--- src/rtl/indicator_pkg.sv ---
// Shared definitions for the indicator-position stream blocks.
package indicator_pkg;

  localparam int unsigned POS_W    = 5;
  localparam int unsigned SEGMENTS = 32;

  typedef enum logic [1:0] {
    REST = 2'd0,
    HOLD = 2'd1,
    FALL = 2'd2
  } pk_state_e;

  // Segment k lights when it lies below the bar or is the (non-zero) peak dot.
  function automatic logic [SEGMENTS-1:0] bar_map(input logic [POS_W-1:0] level,
                                                  input logic [POS_W-1:0] peak);
    logic [SEGMENTS-1:0] seg;
    for (int k = 0; k < SEGMENTS; k++) begin
      seg[k] = (k < int'(level)) || ((k == int'(peak)) && (peak != '0));
    end
    return seg;
  endfunction

endpackage

--- src/rtl/tick_prescaler.sv ---
// Free-running divider: one-cycle tick every DIV clock cycles.
module tick_prescaler #(
  parameter int unsigned DIV = 1024
) (
  input  logic clk,
  input  logic reset,
  output logic o_tick
);

  localparam int unsigned CW = $clog2(DIV) + 1;
  localparam logic [CW-1:0] CntLast = CW'(DIV - 1);

  logic [CW-1:0] cnt_q;

  // Tick is decoded from the count so it lines up with the wrap cycle.
  always_comb begin
    o_tick = (cnt_q == CntLast);
  end

  // Count 0..DIV-1 and wrap.
  always_ff @(posedge clk or negedge reset) begin
    if (!reset) begin
      cnt_q <= '0;
    end else if (o_tick) begin
      cnt_q <= '0;
    end else begin
      cnt_q <= cnt_q + CW'(1);
    end
  end

endmodule

--- src/rtl/indicator_bar_driver.sv ---
// LED bar driver: instant attack, step-wise release, held-then-falling peak dot.
module indicator_bar_driver
  import indicator_pkg::*;
#(
  parameter int unsigned TICK_DIV    = 1024,
  parameter int unsigned HOLD_TICKS  = 64,
  parameter int unsigned DECAY_TICKS = 4
) (
  input  logic                clk,
  input  logic                reset,
  input  logic                i_valid,
  output logic                i_ready,
  input  logic [POS_W-1:0]    i_position,
  output logic [SEGMENTS-1:0] o_bar,
  output logic [POS_W-1:0]    o_peak
);

  localparam int unsigned DW = $clog2(DECAY_TICKS) + 1;
  localparam int unsigned HW = $clog2(HOLD_TICKS) + 1;
  localparam logic [DW-1:0] DecayLast = DW'(DECAY_TICKS - 1);
  localparam logic [HW-1:0] HoldInit  = HW'(HOLD_TICKS);

  logic                tick;
  logic                step;
  logic                accept;
  logic                ready_q;
  logic [DW-1:0]       decay_q, decay_d;
  logic [HW-1:0]       hold_q, hold_d;
  logic [POS_W-1:0]    target_q, target_d;
  logic [POS_W-1:0]    level_q, level_d;
  logic [POS_W-1:0]    peak_q, peak_d;
  pk_state_e           state_q, state_d;
  logic [SEGMENTS-1:0] bar_q, bar_d;

  tick_prescaler #(
    .DIV (TICK_DIV)
  ) u_tick_prescaler (
    .clk    (clk),
    .reset  (reset),
    .o_tick (tick)
  );

  assign accept = i_valid && ready_q;
  assign step   = tick && (decay_q == DecayLast);

  // State register: everything clears asynchronously, ready rises on the first edge after.
  always_ff @(posedge clk or negedge reset) begin
    if (!reset) begin
      ready_q  <= 1'b0;
      decay_q  <= '0;
      hold_q   <= '0;
      target_q <= '0;
      level_q  <= '0;
      peak_q   <= '0;
      state_q  <= REST;
      bar_q    <= '0;
    end else begin
      ready_q  <= 1'b1;
      decay_q  <= decay_d;
      hold_q   <= hold_d;
      target_q <= target_d;
      level_q  <= level_d;
      peak_q   <= peak_d;
      state_q  <= state_d;
      bar_q    <= bar_d;
    end
  end

  // Next-state: step divider, bar attack/release and the peak-dot FSM.
  always_comb begin
    decay_d  = decay_q;
    target_d = target_q;
    level_d  = level_q;
    state_d  = state_q;
    peak_d   = peak_q;
    hold_d   = hold_q;

    if (tick) begin
      decay_d = (decay_q == DecayLast) ? '0 : decay_q + DW'(1);
    end

    // An accept in a step cycle swallows that step.
    if (accept) begin
      target_d = i_position;
      if (i_position >= level_q) begin
        level_d = i_position;
      end
    end else if (step && (level_q > target_q)) begin
      level_d = level_q - POS_W'(1);
    end

    if (accept && (i_position != '0) && (i_position >= peak_q)) begin
      peak_d  = i_position;
      hold_d  = HoldInit;
      state_d = HOLD;
    end else begin
      unique case (state_q)
        REST: peak_d = level_d;
        HOLD: begin
          if (tick) begin
            hold_d = hold_q - HW'(1);
            if (hold_q == HW'(1)) begin
              state_d = FALL;
            end
          end
        end
        FALL: begin
          if (step && !accept) begin
            // Zero guard keeps peak-1 from wrapping.
            if ((peak_q == '0) || ((peak_q - POS_W'(1)) <= level_d)) begin
              peak_d  = level_d;
              state_d = REST;
            end else begin
              peak_d = peak_q - POS_W'(1);
            end
          end
        end
        default: state_d = REST;
      endcase
    end
  end

  // Outputs: segment image computed from next-state so it is registered with it.
  always_comb begin
    bar_d   = bar_map(level_d, peak_d);
    o_bar   = bar_q;
    o_peak  = peak_q;
    i_ready = ready_q;
  end

endmodule

--- config.mk ---
export PLATFORM = sky130hd
export DESIGN_NAME = indicator_bar_driver
export DESIGN_NICKNAME = d
export VERILOG_FILES = /design/src/rtl/indicator_pkg.sv /design/src/rtl/tick_prescaler.sv /design/src/rtl/indicator_bar_driver.sv
export SDC_FILE = /design/constraint.sdc
export NUM_CORES = 1
export LEC_CHECK = 0
export BUFFER_PORTS_ARGS = -buffer_cell sky130_fd_sc_hd__buf_2
export CAP_MARGIN = 20
export CORE_AREA = 2 2 88 90
export CTS_BUF_LIST = sky130_fd_sc_hd__clkbuf_8
export CTS_CLUSTER_SIZE = 30
export DETAILED_ROUTE_END_ITERATION = 8
export DIE_AREA = 0 0 90 92
export PLACE_DENSITY = 0.74
export SYNTH_ARGS = -nofsm -noshare
export SYNTH_HDL_FRONTEND = slang
export SYNTH_HIERARCHICAL = 1
export SYNTH_SLANG_ARGS = --single-unit
--- constraint.sdc ---
create_clock -name clk -period 5.19 [get_ports clk]
set_clock_uncertainty 0.1 [all_clocks]
set_input_delay 1.038 -clock clk [delete_from_list [all_inputs] [get_ports clk]]
set_output_delay 1.038 -clock clk [all_outputs]
set_load 0.05 [all_outputs]
==> qor.yml, run 1 <==
run_status:
  run_status: "finished clean"
sta:
  f_max_ghz: 0.206
  maxSlewViolCount: 0
  number_of_setup_violations_in_the_final_report: 0
  rsz_0062_raised_after_global_routing: "no"
  timing_worst_slew_pin_value_ns: 0.897
  fin_crit_sh: 0.936
  maxSlewHeadroom: 0.402
  period_minus_slack_ns: 4.86
  accumulated_negative_setup_slack_ns: 0
  timing.final.hold_violations: 0
logic_synthesis:
  synth_top_area_cell: "sky130_fd_sc_hd__dfrtp_1"
  syn_inst: 387
  edff_count_synth: 0
  synth_ff_type: "sky130_fd_sc_hd__dfrtp_1"
  yosysSeqAreaShare: 0.453
  avgSynthCellArea_sq_um: 10.1
  synth.top_cell.area_share: 0.453
  synth_area_sq_mm: 0.00392
  post_synth_num_cell_types: 68
  synth.ff_latch_count: 71
  ys_async_sr_fraction: 1.00
  postSynthNetCount: 421
  ys_warns: 6
  synth.top_cells.by_area: "sky130_fd_sc_hd__dfrtp_1, sky130_fd_sc_hd__ha_1, sky130_fd_sc_hd__nand2_1"
cts:
  cts_hold_buf: 0
  cts_tree: "done"
  cts_num_sinks: 71
  clk_pin_slew_worst_paths_ns: 0.07
  root_buffer: "sky130_fd_sc_hd__clkbuf_8"
  h-tree-depth: 3
  insertion_delay_ns: 0.35
  cts_inserted_buffers: 9
  cts.path.max_buffers: 2
hold_path:
  hp-class: "reg2reg"
power_and_ir_drop:
  power_density_mw_per_mm2: 616
  cellLeakagePower_nw: 2.01
  irDropWorstVdd_v: 0.000451
grt:
  grt.total_usage: 0.247
  grt_pass1_wl_mm: 16.1
  grt_max_degree: 72
  grt_pass1_vias: 3198
  antenna_violations_before_repair: 0
  overflow: 0
routing:
  drc: 0
  drt-wirelength-per-cell_microns: 17.6
  finalWirelength_mm: 9.65
  ant_nets: 0
  detail_route.vias_per_cell: 5.85
  detailroute.via_count: 3198
  first_pass_iters: 6
  dr.first_iter.drc_count: 241
setup_path:
  cp_data_arrival_time_ns: 5.01
  path_class: "reg2reg"
  critical_path_required_ns: 5.34
  startpoint_type: "register"
  critPathCaptureType: "register"
  worst-path-max-fanout: 6
placed_design:
  portBuffers: 45
  detailed_place_hpwl_mm: 7.08
  globalplace.congestion: 0.921
  detailed_place.area_sq_mm: 0.00428
die:
  dieArea_sq_mm: 0.00828
  chipWidth_microns: 90
  core_area_sq_mm: 0.00745
  io-pin-count: 46
  initial_utilization: 0.527
  chipHeight_microns: 92
  std_cell_rows: 32
final_layout:
  area.growth.synth_to_final_pct: 13.9
  layout.nets: 475
  drive_above_1_share: 0.220
  antenna_cells_inserted: 0
  post-route-cell-area_sq_mm: 0.00447
job:
  max_cap_violations: 0
==> routing by layer <==
metal,vias to the layer above,GRT usage,part of all wire
li1,1509,-,-
met1,1541,0.342,0.46
met2,122,0.392,0.47
met3,26,0.0378,0.050
met5,-,0,0
met4,0,0.100,0.027
==> power by group <==
part	internal [W]	switching, W	leakage [nW]
Combinational	0.000444	0.00110	1.09
Sequential	0.000692	0.0000869	0.831
Clock	0.000218	0.000213	0.0953
==> registers in the layout, indices dropped and copies added, names as in the netlist <==
| name | count |
|---|---|
| i_ready | 1 |
| o_peak | 5 |
| state_q | 2 |
| u_tick_prescaler/cnt_q | 11 |
| o_bar | 32 |
| target_q | 5 |
| decay_q | 3 |
| level_q | 5 |
| hold_q | 7 |
==> cell usage after synthesis, drive strengths merged (4+ instances only) <==
library cell  number
nor2              31
nor3              10
o22ai             10
o221ai            11
o21a               5
a211oi             4
o21ai             26
a21oi             13
inv               32
dfrtp             71
nand3             16
xor2               7
a21o              10
ha                26
xnor2              9
nand2             31
o211ai             8
or3                7
nor2b              4
buf                6
==> layout make-up <==
cell class,count,area (sq um)
clock inverters,6,61.3
fillers,670,2980
well taps,102,128
clock buffers,9,124
multi-input cells,274,1980
repair buffers,52,278
inverters,33,125
flip-flops and latches,71,1780
==> metrics by stage <==
step           power [W]  std cells  hold slack [ns]   util  worst slack, ns
3_3_place_gp     0.00227        532            0.371  0.574            0.193
5_1_grt          0.00292        547            0.427  0.600           0.0599
3_5_place_dp     0.00231        532            0.386  0.574           0.0637
2_1_floorplan    0.00192        387            0.353      -            0.301
6_report         0.00275        547            0.398  0.600            0.330
4_1_cts          0.00274        547            0.397  0.599            0.290
==> worst paths after layout <==
path	slack, ns	depth (start not counted)	end	from
worst max-delay path	0.33	17	o_bar[4]	u_tick_prescaler/cnt_q[0]
worst min-delay path	0.40	1	u_tick_prescaler/cnt_q[9]	u_tick_prescaler/cnt_q[9]
min in group asynchronous	0.80	2	level_q[3]	reset
worst min register to register	0.40	1	u_tick_prescaler/cnt_q[9]	u_tick_prescaler/cnt_q[9]
worst max register to register	0.33	17	o_bar[4]	u_tick_prescaler/cnt_q[0]
max in group asynchronous	3.60	2	o_bar[4]	reset
==> timing repair <==
action	in CTS	in global routing
buffers inserted	0	0
setup endpoints to repair	0	12
resized for setup	0	2
==> worst max-delay path, stage by stage, from the launching register on <==
cell and delay [ns]:
sky130_fd_sc_hd__dfrtp_1 0.40, sky130_fd_sc_hd__ha_1 0.24, sky130_fd_sc_hd__nand2_1 0.16, sky130_fd_sc_hd__nor4_4 0.35, sky130_fd_sc_hd__nand3b_4 0.14, sky130_fd_sc_hd__a31o_1 0.25, sky130_fd_sc_hd__a21o_1 0.20, sky130_fd_sc_hd__or2_0 0.23
sky130_fd_sc_hd__a311o_1 0.37, sky130_fd_sc_hd__ha_1 0.31, sky130_fd_sc_hd__nand3_1 0.12, sky130_fd_sc_hd__o21bai_1 0.24, sky130_fd_sc_hd__a21oi_1 0.42, sky130_fd_sc_hd__o21ai_0 0.26, sky130_fd_sc_hd__a31oi_4 0.30, sky130_fd_sc_hd__inv_2 0.10
sky130_fd_sc_hd__or3_4 0.36, sky130_fd_sc_hd__o211ai_1 0.21
==> layout by cell type (no fill, tap or decap), types with 4 or more instances in the layout <==
cell type,count
sky130_fd_sc_hd__inv_1,29
sky130_fd_sc_hd__nor2b_1,4
sky130_fd_sc_hd__o221ai_1,6
sky130_fd_sc_hd__xnor2_1,9
sky130_fd_sc_hd__a21o_1,9
sky130_fd_sc_hd__o21ai_0,20
sky130_fd_sc_hd__or3_4,4
sky130_fd_sc_hd__o21a_1,5
sky130_fd_sc_hd__ha_1,26
sky130_fd_sc_hd__nor2_1,31
sky130_fd_sc_hd__buf_4,7
sky130_fd_sc_hd__o21ai_1,5
sky130_fd_sc_hd__nand3_1,14
sky130_fd_sc_hd__o211ai_1,7
sky130_fd_sc_hd__nor3_1,10
sky130_fd_sc_hd__clkbuf_8,9
sky130_fd_sc_hd__buf_2,45
sky130_fd_sc_hd__clkinv_2,4
sky130_fd_sc_hd__o221ai_2,5
sky130_fd_sc_hd__dfrtp_1,71
sky130_fd_sc_hd__a21oi_1,10
sky130_fd_sc_hd__nand2_1,31
sky130_fd_sc_hd__o22ai_1,9
sky130_fd_sc_hd__xor2_1,7
==> cells by family after synthesis <==
family / Yosys count / share of synthesized area
buffers and inverters: 42 / 0.0456
AOI/OAI and AO/OA: 110 / 0.216
other: 1 / 0.000956
xor gates and xnor gates: 16 / 0.0357
muxes: 1 / 0.00287
and+or+nand+nor: 120 / 0.163
DFF: 71 / 0.453
adders and majority gates: 26 / 0.0829
(Power assumes the default switching activity.)
==> inputs of run 2 (changes only) <==
--- a/config.mk
+++ b/config.mk
@@ -12,7 +12,7 @@
 export CTS_CLUSTER_SIZE = 30
 export DETAILED_ROUTE_END_ITERATION = 8
 export DIE_AREA = 0 0 90 92
-export PLACE_DENSITY = 0.74
+export PLACE_DENSITY = 0.8
 export SYNTH_ARGS = -nofsm -noshare
 export SYNTH_HDL_FRONTEND = slang
 export SYNTH_HIERARCHICAL = 1
==> run 2 against run 1 <==
Combinational power hardly changed. Wire length hardly changed. Critical path type unchanged. Final cell count is 0.55% higher. Largest cell class unchanged.
==> qor.yml, run 2 (synthesized netlist as in run 1, its figures left out) <==
final_layout:
  antenna_cells_inserted: 0  # unchanged
  drive_above_1_share: 0.223  # +0.00299
  layout.nets: 477  # +0.42%
  layout.cells.most_common_list: "sky130_fd_sc_hd__dfrtp_1, sky130_fd_sc_hd__buf_2, sky130_fd_sc_hd__nand2_1, sky130_fd_sc_hd__nor2_1, sky130_fd_sc_hd__inv_1"
  final_common_cell: "sky130_fd_sc_hd__dfrtp_1"
  largest_register_ff_count: 32  # unchanged
  area.growth.synth_to_final_pct: 16.1
routing:
  detailroute.via_count: 3255  # +1.8%
  ant_nets: 0  # unchanged
  dr.first_iter.drc_count: 273  # +13%
  first_pass_iters: 5  # -1
  drc: 0  # unchanged
  finalWirelength_mm: 9.66  # about the same
  drt-wirelength-per-cell_microns: 17.6  # -0.46%
  detail_route.vias_per_cell: 5.92  # +1.2%
sta:
  timing_worst_slew_pin_value_ns: 0.567  # -0.330 ns
  timing.hold.ws_ns: 0.397  # -0.000441 ns
  period_minus_slack_ns: 4.90  # +0.0364 ns
  accumulated_negative_setup_slack_ns: 0  # unchanged
  number_of_setup_violations_in_the_final_report: 0  # unchanged
  f_max_ghz: 0.204  # -0.74%
  timing.final.hold_violations: 0  # unchanged
  maxSlewHeadroom: 0.620  # +0.218
  rsz_0062_raised_after_global_routing: "no"
  fin_crit_sh: 0.943  # +0.00701
  maxSlewViolCount: 0  # unchanged
grt:
  grt_max_degree: 51  # -29%
  grtUsageMet1: 0.336  # -0.00629
  global_route.usage.met2: 0.385  # -0.00627
  grt_pass1_vias: 3142  # -1.8%
  grt.total_usage: 0.242  # -0.00460
  gr-max-usage-layer: "met2"
  overflow: 0  # unchanged
  antenna_violations_before_repair: 0  # unchanged
  grt_pass1_wl_mm: 15.9  # -1.3%
  grt_util_met3: 0.0518  # +0.0140
cts:
  insertion_delay_ns: 0.35  # about the same
  cts.path.max_buffers: 2  # unchanged
  clk_pin_slew_worst_paths_ns: 0.08  # about the same
  cts_num_sinks: 71  # unchanged
  cts_hold_buf: 0  # unchanged
  post_cts.repair.setup_buffers: 0  # unchanged
  root_buffer: "sky130_fd_sc_hd__clkbuf_8"
  cts_tree: "done"
  h-tree-depth: 3  # unchanged
  cts_inserted_buffers: 9  # unchanged
placed_design:
  globalplace.congestion: 0.957  # +4.0%
  detailed_place_hpwl_mm: 6.91  # -2.5%
  portBuffers: 45  # unchanged
power_and_ir_drop:
  cellLeakagePower_nw: 2.06  # +2.2%
  irDropWorstVdd_v: 0.000563  # +25%
  power_density_mw_per_mm2: 631  # +2.5%
hold_path:
  min_path_cells: 1  # unchanged
  hp-start: "u_tick_prescaler/cnt_q[9]"
  worst_min_delay_path_endpoint: "u_tick_prescaler/cnt_q[9]"
  hp-class: "reg2reg"
die:
  io-pin-count: 46  # unchanged
  chipHeight_microns: 92  # unchanged
  std_cell_rows: 32  # unchanged
  initial_utilization: 0.527  # unchanged
  dieArea_sq_mm: 0.00828  # unchanged
  core_area_sq_mm: 0.00745  # unchanged
  chipWidth_microns: 90  # unchanged
setup_path:
  path_class: "reg2reg"
  ff2ff_path_depth: 17  # unchanged
  cp_data_arrival_time_ns: 5.05  # +0.04 ns
  r2r_slack_ns: 0.29  # -0.04 ns
  regToRegEndpoint: "o_bar[18]"
  startpoint_type: "register"
  critPathCaptureType: "register"
  critical_path_required_ns: 5.35  # about the same
  timing.rr.start: "u_tick_prescaler/cnt_q[0]"
  worst-path-max-fanout: 9  # +3
run_status:
  run_status: "finished clean"
job:
  max_cap_violations: 0  # unchanged
[run 2: changes by cell type in the layout (fill, tap and decap cells not counted)]
cell                         previous run  this run
sky130_fd_sc_hd__buf_4                  7         8
sky130_fd_sc_hd__clkinvlp_4             1         0
sky130_fd_sc_hd__clkinv_4               0         1
sky130_fd_sc_hd__bufinv_16              1         3
sky130_fd_sc_hd__a21oi_1               10        11
sky130_fd_sc_hd__a21oi_2                3         2
sky130_fd_sc_hd__clkinv_2               4         1
sky130_fd_sc_hd__inv_6                  1         3
sky130_fd_sc_hd__buf_12                 0         1
[run 2: how the worst max path moves through the flow]
stage | start | end | cells after the start
6_report | u_tick_prescaler/cnt_q[0] | o_bar[18] | 17
5_1_grt | u_tick_prescaler/cnt_q[0] | o_bar[18] | 17
4_1_cts | u_tick_prescaler/cnt_q[0] | o_bar[18] | 17
3_5_place_dp | i_position[3] | o_bar[18] | 16
3_3_place_gp | i_position[0] | o_bar[18] | 17
2_1_floorplan | i_position[3] | o_bar[8] | 16
[run 2: critical path: stages, from the launching register on]
cell,delay (ns)
sky130_fd_sc_hd__dfrtp_1,0.41
sky130_fd_sc_hd__ha_1,0.25
sky130_fd_sc_hd__nand2_1,0.16
sky130_fd_sc_hd__nor4_4,0.32
sky130_fd_sc_hd__nand3b_4,0.13
sky130_fd_sc_hd__a31o_1,0.24
sky130_fd_sc_hd__a21o_1,0.20
sky130_fd_sc_hd__or2_0,0.22
sky130_fd_sc_hd__a311o_1,0.37
sky130_fd_sc_hd__ha_1,0.32
sky130_fd_sc_hd__a21o_1,0.18
sky130_fd_sc_hd__a21oi_1,0.28
sky130_fd_sc_hd__a21oi_1,0.24
sky130_fd_sc_hd__a211o_1,0.33
sky130_fd_sc_hd__o211ai_2,0.15
sky130_fd_sc_hd__o221ai_2,0.22
sky130_fd_sc_hd__or3_4,0.45
sky130_fd_sc_hd__o21ai_0,0.22
[run 2: cell type report]
cell class | instances | area [sq um]
clock buffers | 9 | 124
inverters | 33 | 125
clock inverters | 7 | 125
multi-input cells | 274 | 1970
repair buffers | 54 | 305
well taps | 102 | 128
fillers | 625 | 2890
flip-flops and latches | 71 | 1780
[run 2: repair_timing]
| item | CTS | global route |
|---|---|---|
| endpoints found under the setup margin | 0 | 2 |
| gates resized for setup | 0 | 1 |
| hold endpoints to repair | 0 | 0 |
[run 2: per-layer routing]
metal	up-vias	part of all wire
met5	-	0
met4	0	0.017
met3	20	0.068
met2	152	0.48
met1	1576	0.43
li1	1507	-
[run 2: report_power, final]
group / internal (W) / leakage [nW] / switching [W]
Sequential: 0.000691 / 0.831 / 0.0000859
Combinational: 0.000445 / 1.10 / 0.00110
Clock: 0.000325 / 0.125 / 0.000226
[run 2: through the flow]
step | instance area, sq um | utilization | power (W) | setup WS (ns) | instances
floorplan | 3920 | - | 0.00192 | 0.301 | 387
global placement | 4280 | 0.575 | 0.00226 | 0.243 | 533
detailed placement | 4280 | 0.575 | 0.00230 | 0.116 | 533
CTS | 4530 | 0.609 | 0.00286 | 0.353 | 549
global route | 4560 | 0.612 | 0.00304 | 0.0263 | 550
finish | 4560 | 0.612 | 0.00288 | 0.294 | 550
==> inputs of run 3 (changes only) <==
--- a/config.mk
+++ b/config.mk
@@ -7,12 +7,15 @@
 export LEC_CHECK = 0
 export BUFFER_PORTS_ARGS = -buffer_cell sky130_fd_sc_hd__buf_2
 export CAP_MARGIN = 20
-export CORE_AREA = 2 2 88 90
+export CELL_PAD_IN_SITES_DETAIL_PLACEMENT = 0
+export CELL_PAD_IN_SITES_GLOBAL_PLACEMENT = 1
+export CORE_AREA = 2 2 95 97
 export CTS_BUF_LIST = sky130_fd_sc_hd__clkbuf_8
 export CTS_CLUSTER_SIZE = 30
 export DETAILED_ROUTE_END_ITERATION = 8
-export DIE_AREA = 0 0 90 92
-export PLACE_DENSITY = 0.8
+export DIE_AREA = 0 0 97 99
+export PLACE_DENSITY = 0.86
+export RECOVER_POWER = 50
 export SYNTH_ARGS = -nofsm -noshare
 export SYNTH_HDL_FRONTEND = slang
 export SYNTH_HIERARCHICAL = 1
==> run 3 against run 2 <==
Register-to-register slack better by 0.08 ns. Setup slack better by 0.079 ns. Count of clock-buffer cells in the layout unchanged. Sequential share of layout area up 0.097 points. Via count down 2.4%. Critical path depth up 1. Non-clock buffer count up 3. Combinational power about the same. The flow now finishes with violations (max-capacitance violations, max-slew violations).
==> qor.yml, run 3 (synthesized netlist as in run 1, its figures left out) <==
grt:
  grt.total_usage: 0.207  # -0.0352
  grt_max_degree: 72  # +41%
  overflow: 0  # unchanged
  antenna_violations_before_repair: 0  # unchanged
  global_route.usage.met2: 0.338  # -0.0477
  gr-max-usage-layer: "met2"
  grt_pass1_vias: 3169  # +0.86%
  grt_pass1_wl_mm: 15.9  # -0.22%
  grt_util_met3: 0.0489  # -0.00283
  grtUsageMet1: 0.278  # -0.0581
final_layout:
  largest_register_ff_count: 32  # unchanged
  final_common_cell: "sky130_fd_sc_hd__dfrtp_1"
  nFillCells: 786  # +26%
  area.growth.synth_to_final_pct: 15.8
  drive_above_1_share: 0.224  # +0.000732
  layout.nets: 480  # +0.63%
  layout.cells.most_common_list: "sky130_fd_sc_hd__dfrtp_1, sky130_fd_sc_hd__buf_2, sky130_fd_sc_hd__nand2_1, sky130_fd_sc_hd__nor2_1, sky130_fd_sc_hd__inv_1"
  antenna_cells_inserted: 0  # unchanged
setup_path:
  path_class: "reg2reg"
  startpoint_type: "register"
  worst-path-max-fanout: 9  # unchanged
  critical_path_required_ns: 5.34  # about the same
  critPathCaptureType: "register"
  cp_data_arrival_time_ns: 4.96  # -0.09 ns
job:
  max_cap_violations: 1  # +1
hold_path:
  hp-class: "reg2reg"
power_and_ir_drop:
  power_density_mw_per_mm2: 624  # -1.2%
  irDropWorstVdd_v: 0.000297  # -47%
  cellLeakagePower_nw: 2.05  # -0.39%
sta:
  number_of_setup_violations_in_the_final_report: 0  # unchanged
  accumulated_negative_setup_slack_ns: 0  # unchanged
  rsz_0062_raised_after_global_routing: "no"
  maxSlewHeadroom: -0.153  # -0.774
  fin_crit_sh: 0.928  # -0.0152
  f_max_ghz: 0.208  # +1.6%
  period_minus_slack_ns: 4.82  # -0.0790 ns
  timing.final.hold_violations: 0  # unchanged
  layout_setup_ws_ns: 0.373  # +0.0790 ns
  timing_worst_slew_pin_value_ns: 1.73  # +1.16 ns
  maxSlewViolCount: 72  # +72
cts:
  post_cts.repair.setup_buffers: 0  # unchanged
  h-tree-depth: 3  # unchanged
  cts_num_sinks: 71  # unchanged
  cts_inserted_buffers: 9  # unchanged
  cts-resized-gates: 0  # unchanged
  cts.path.max_buffers: 2  # unchanged
  cts_hold_buf: 0  # unchanged
  clk_pin_slew_worst_paths_ns: 0.08  # about the same
  root_buffer: "sky130_fd_sc_hd__clkbuf_8"
  insertion_delay_ns: 0.35  # about the same
  cts_tree: "done"
routing:
  ant_nets: 0  # unchanged
  finalWirelength_mm: 9.59  # -0.72%
  drc: 0  # unchanged
  drt-wirelength-per-cell_microns: 17.2  # -2.3%
  detail_route.vias_per_cell: 5.68  # -4.0%
  first_pass_iters: 5  # unchanged
  detailroute.via_count: 3177  # -2.4%
  dr.first_iter.drc_count: 249  # -8.8%
run_status:
  run_status: "finished with violations"
  violations_in_the_final_reports: "max-capacitance violations, max-slew violations"
die:
  chipHeight_microns: 99  # +7.6%
  chipWidth_microns: 97  # +7.8%
  initial_utilization: 0.459  # -0.0680
  io-pin-count: 46  # unchanged
  dieArea_sq_mm: 0.00960  # +16%
  std_cell_rows: 34  # +6.3%
  core_area_sq_mm: 0.00855  # +15%
placed_design:
  portBuffers: 45  # unchanged
  dp_slack_ns: 0.122  # +0.00549 ns
  detailed_place_hpwl_mm: 6.96  # +0.73%
  globalplace.congestion: 0.948  # -0.98%
## run 3: final timing paths
path,startpoint,end,slack [ns],cells after the start
setup / recovery,u_tick_prescaler/cnt_q[0],o_bar[18],0.37,18
min in group asynchronous,reset,target_q[1],1.13,2
max in group asynchronous,reset,u_tick_prescaler/cnt_q[9],2.84,2
hold reg to reg,u_tick_prescaler/cnt_q[0],u_tick_prescaler/cnt_q[0],0.38,1
hold / removal,u_tick_prescaler/cnt_q[0],u_tick_prescaler/cnt_q[0],0.38,1
setup reg to reg,u_tick_prescaler/cnt_q[0],o_bar[18],0.37,18
## run 3: stage by stage
stage	area [sq um]	util	hold slack, ns	total power, W	std cells
global placement	4320	0.505	0.369	0.00229	543
floorplan	3920	-	0.353	0.00192	387
detailed placement	4320	0.505	0.379	0.00232	543
global route	4550	0.532	0.403	0.00301	559
CTS	4550	0.532	0.388	0.00284	559
finish	4550	0.532	0.383	0.00284	559
## run 3: power breakdown
group	internal [W]	leakage, nW	switching (W)
clock network	0.000277	0.112	0.000234
logic	0.000457	1.11	0.00109
registers	0.000691	0.831	0.0000885
## run 3: worst max-delay path: stages, from the launching register on
cell                       delay [ns]
sky130_fd_sc_hd__dfrtp_1         0.38
sky130_fd_sc_hd__ha_1            0.24
sky130_fd_sc_hd__nand2_1         0.16
sky130_fd_sc_hd__nor4_4          0.27
sky130_fd_sc_hd__nand3b_4        0.14
sky130_fd_sc_hd__a31o_1          0.24
sky130_fd_sc_hd__a21o_1          0.20
sky130_fd_sc_hd__or2_0           0.23
sky130_fd_sc_hd__a311o_1         0.37
sky130_fd_sc_hd__ha_1            0.32
sky130_fd_sc_hd__a21o_1          0.18
sky130_fd_sc_hd__a21oi_1         0.20
sky130_fd_sc_hd__buf_4           0.15
sky130_fd_sc_hd__a21oi_1         0.15
sky130_fd_sc_hd__a211o_1         0.33
sky130_fd_sc_hd__o211ai_2        0.16
sky130_fd_sc_hd__o221ai_2        0.22
sky130_fd_sc_hd__or3_4           0.45
sky130_fd_sc_hd__o21ai_0         0.23
## run 3: layout make-up
type	instances	area, sq um	area share
inverter	33	125	0.0275
clock buffer	9	124	0.0273
timing repair buffer	57	312	0.0685
tap	108	135	0.0297
clock inverter	7	105	0.0231
multi-input combinational	274	1970	0.433
sequential	71	1780	0.391
## run 3: per-layer routing
layer | up-vias | routed length (microns)
li1 | 1523 | -
met1 | 1530 | 4340
met2 | 106 | 4530
met3 | 18 | 542
met4 | 0 | 172
met5 | - | 0
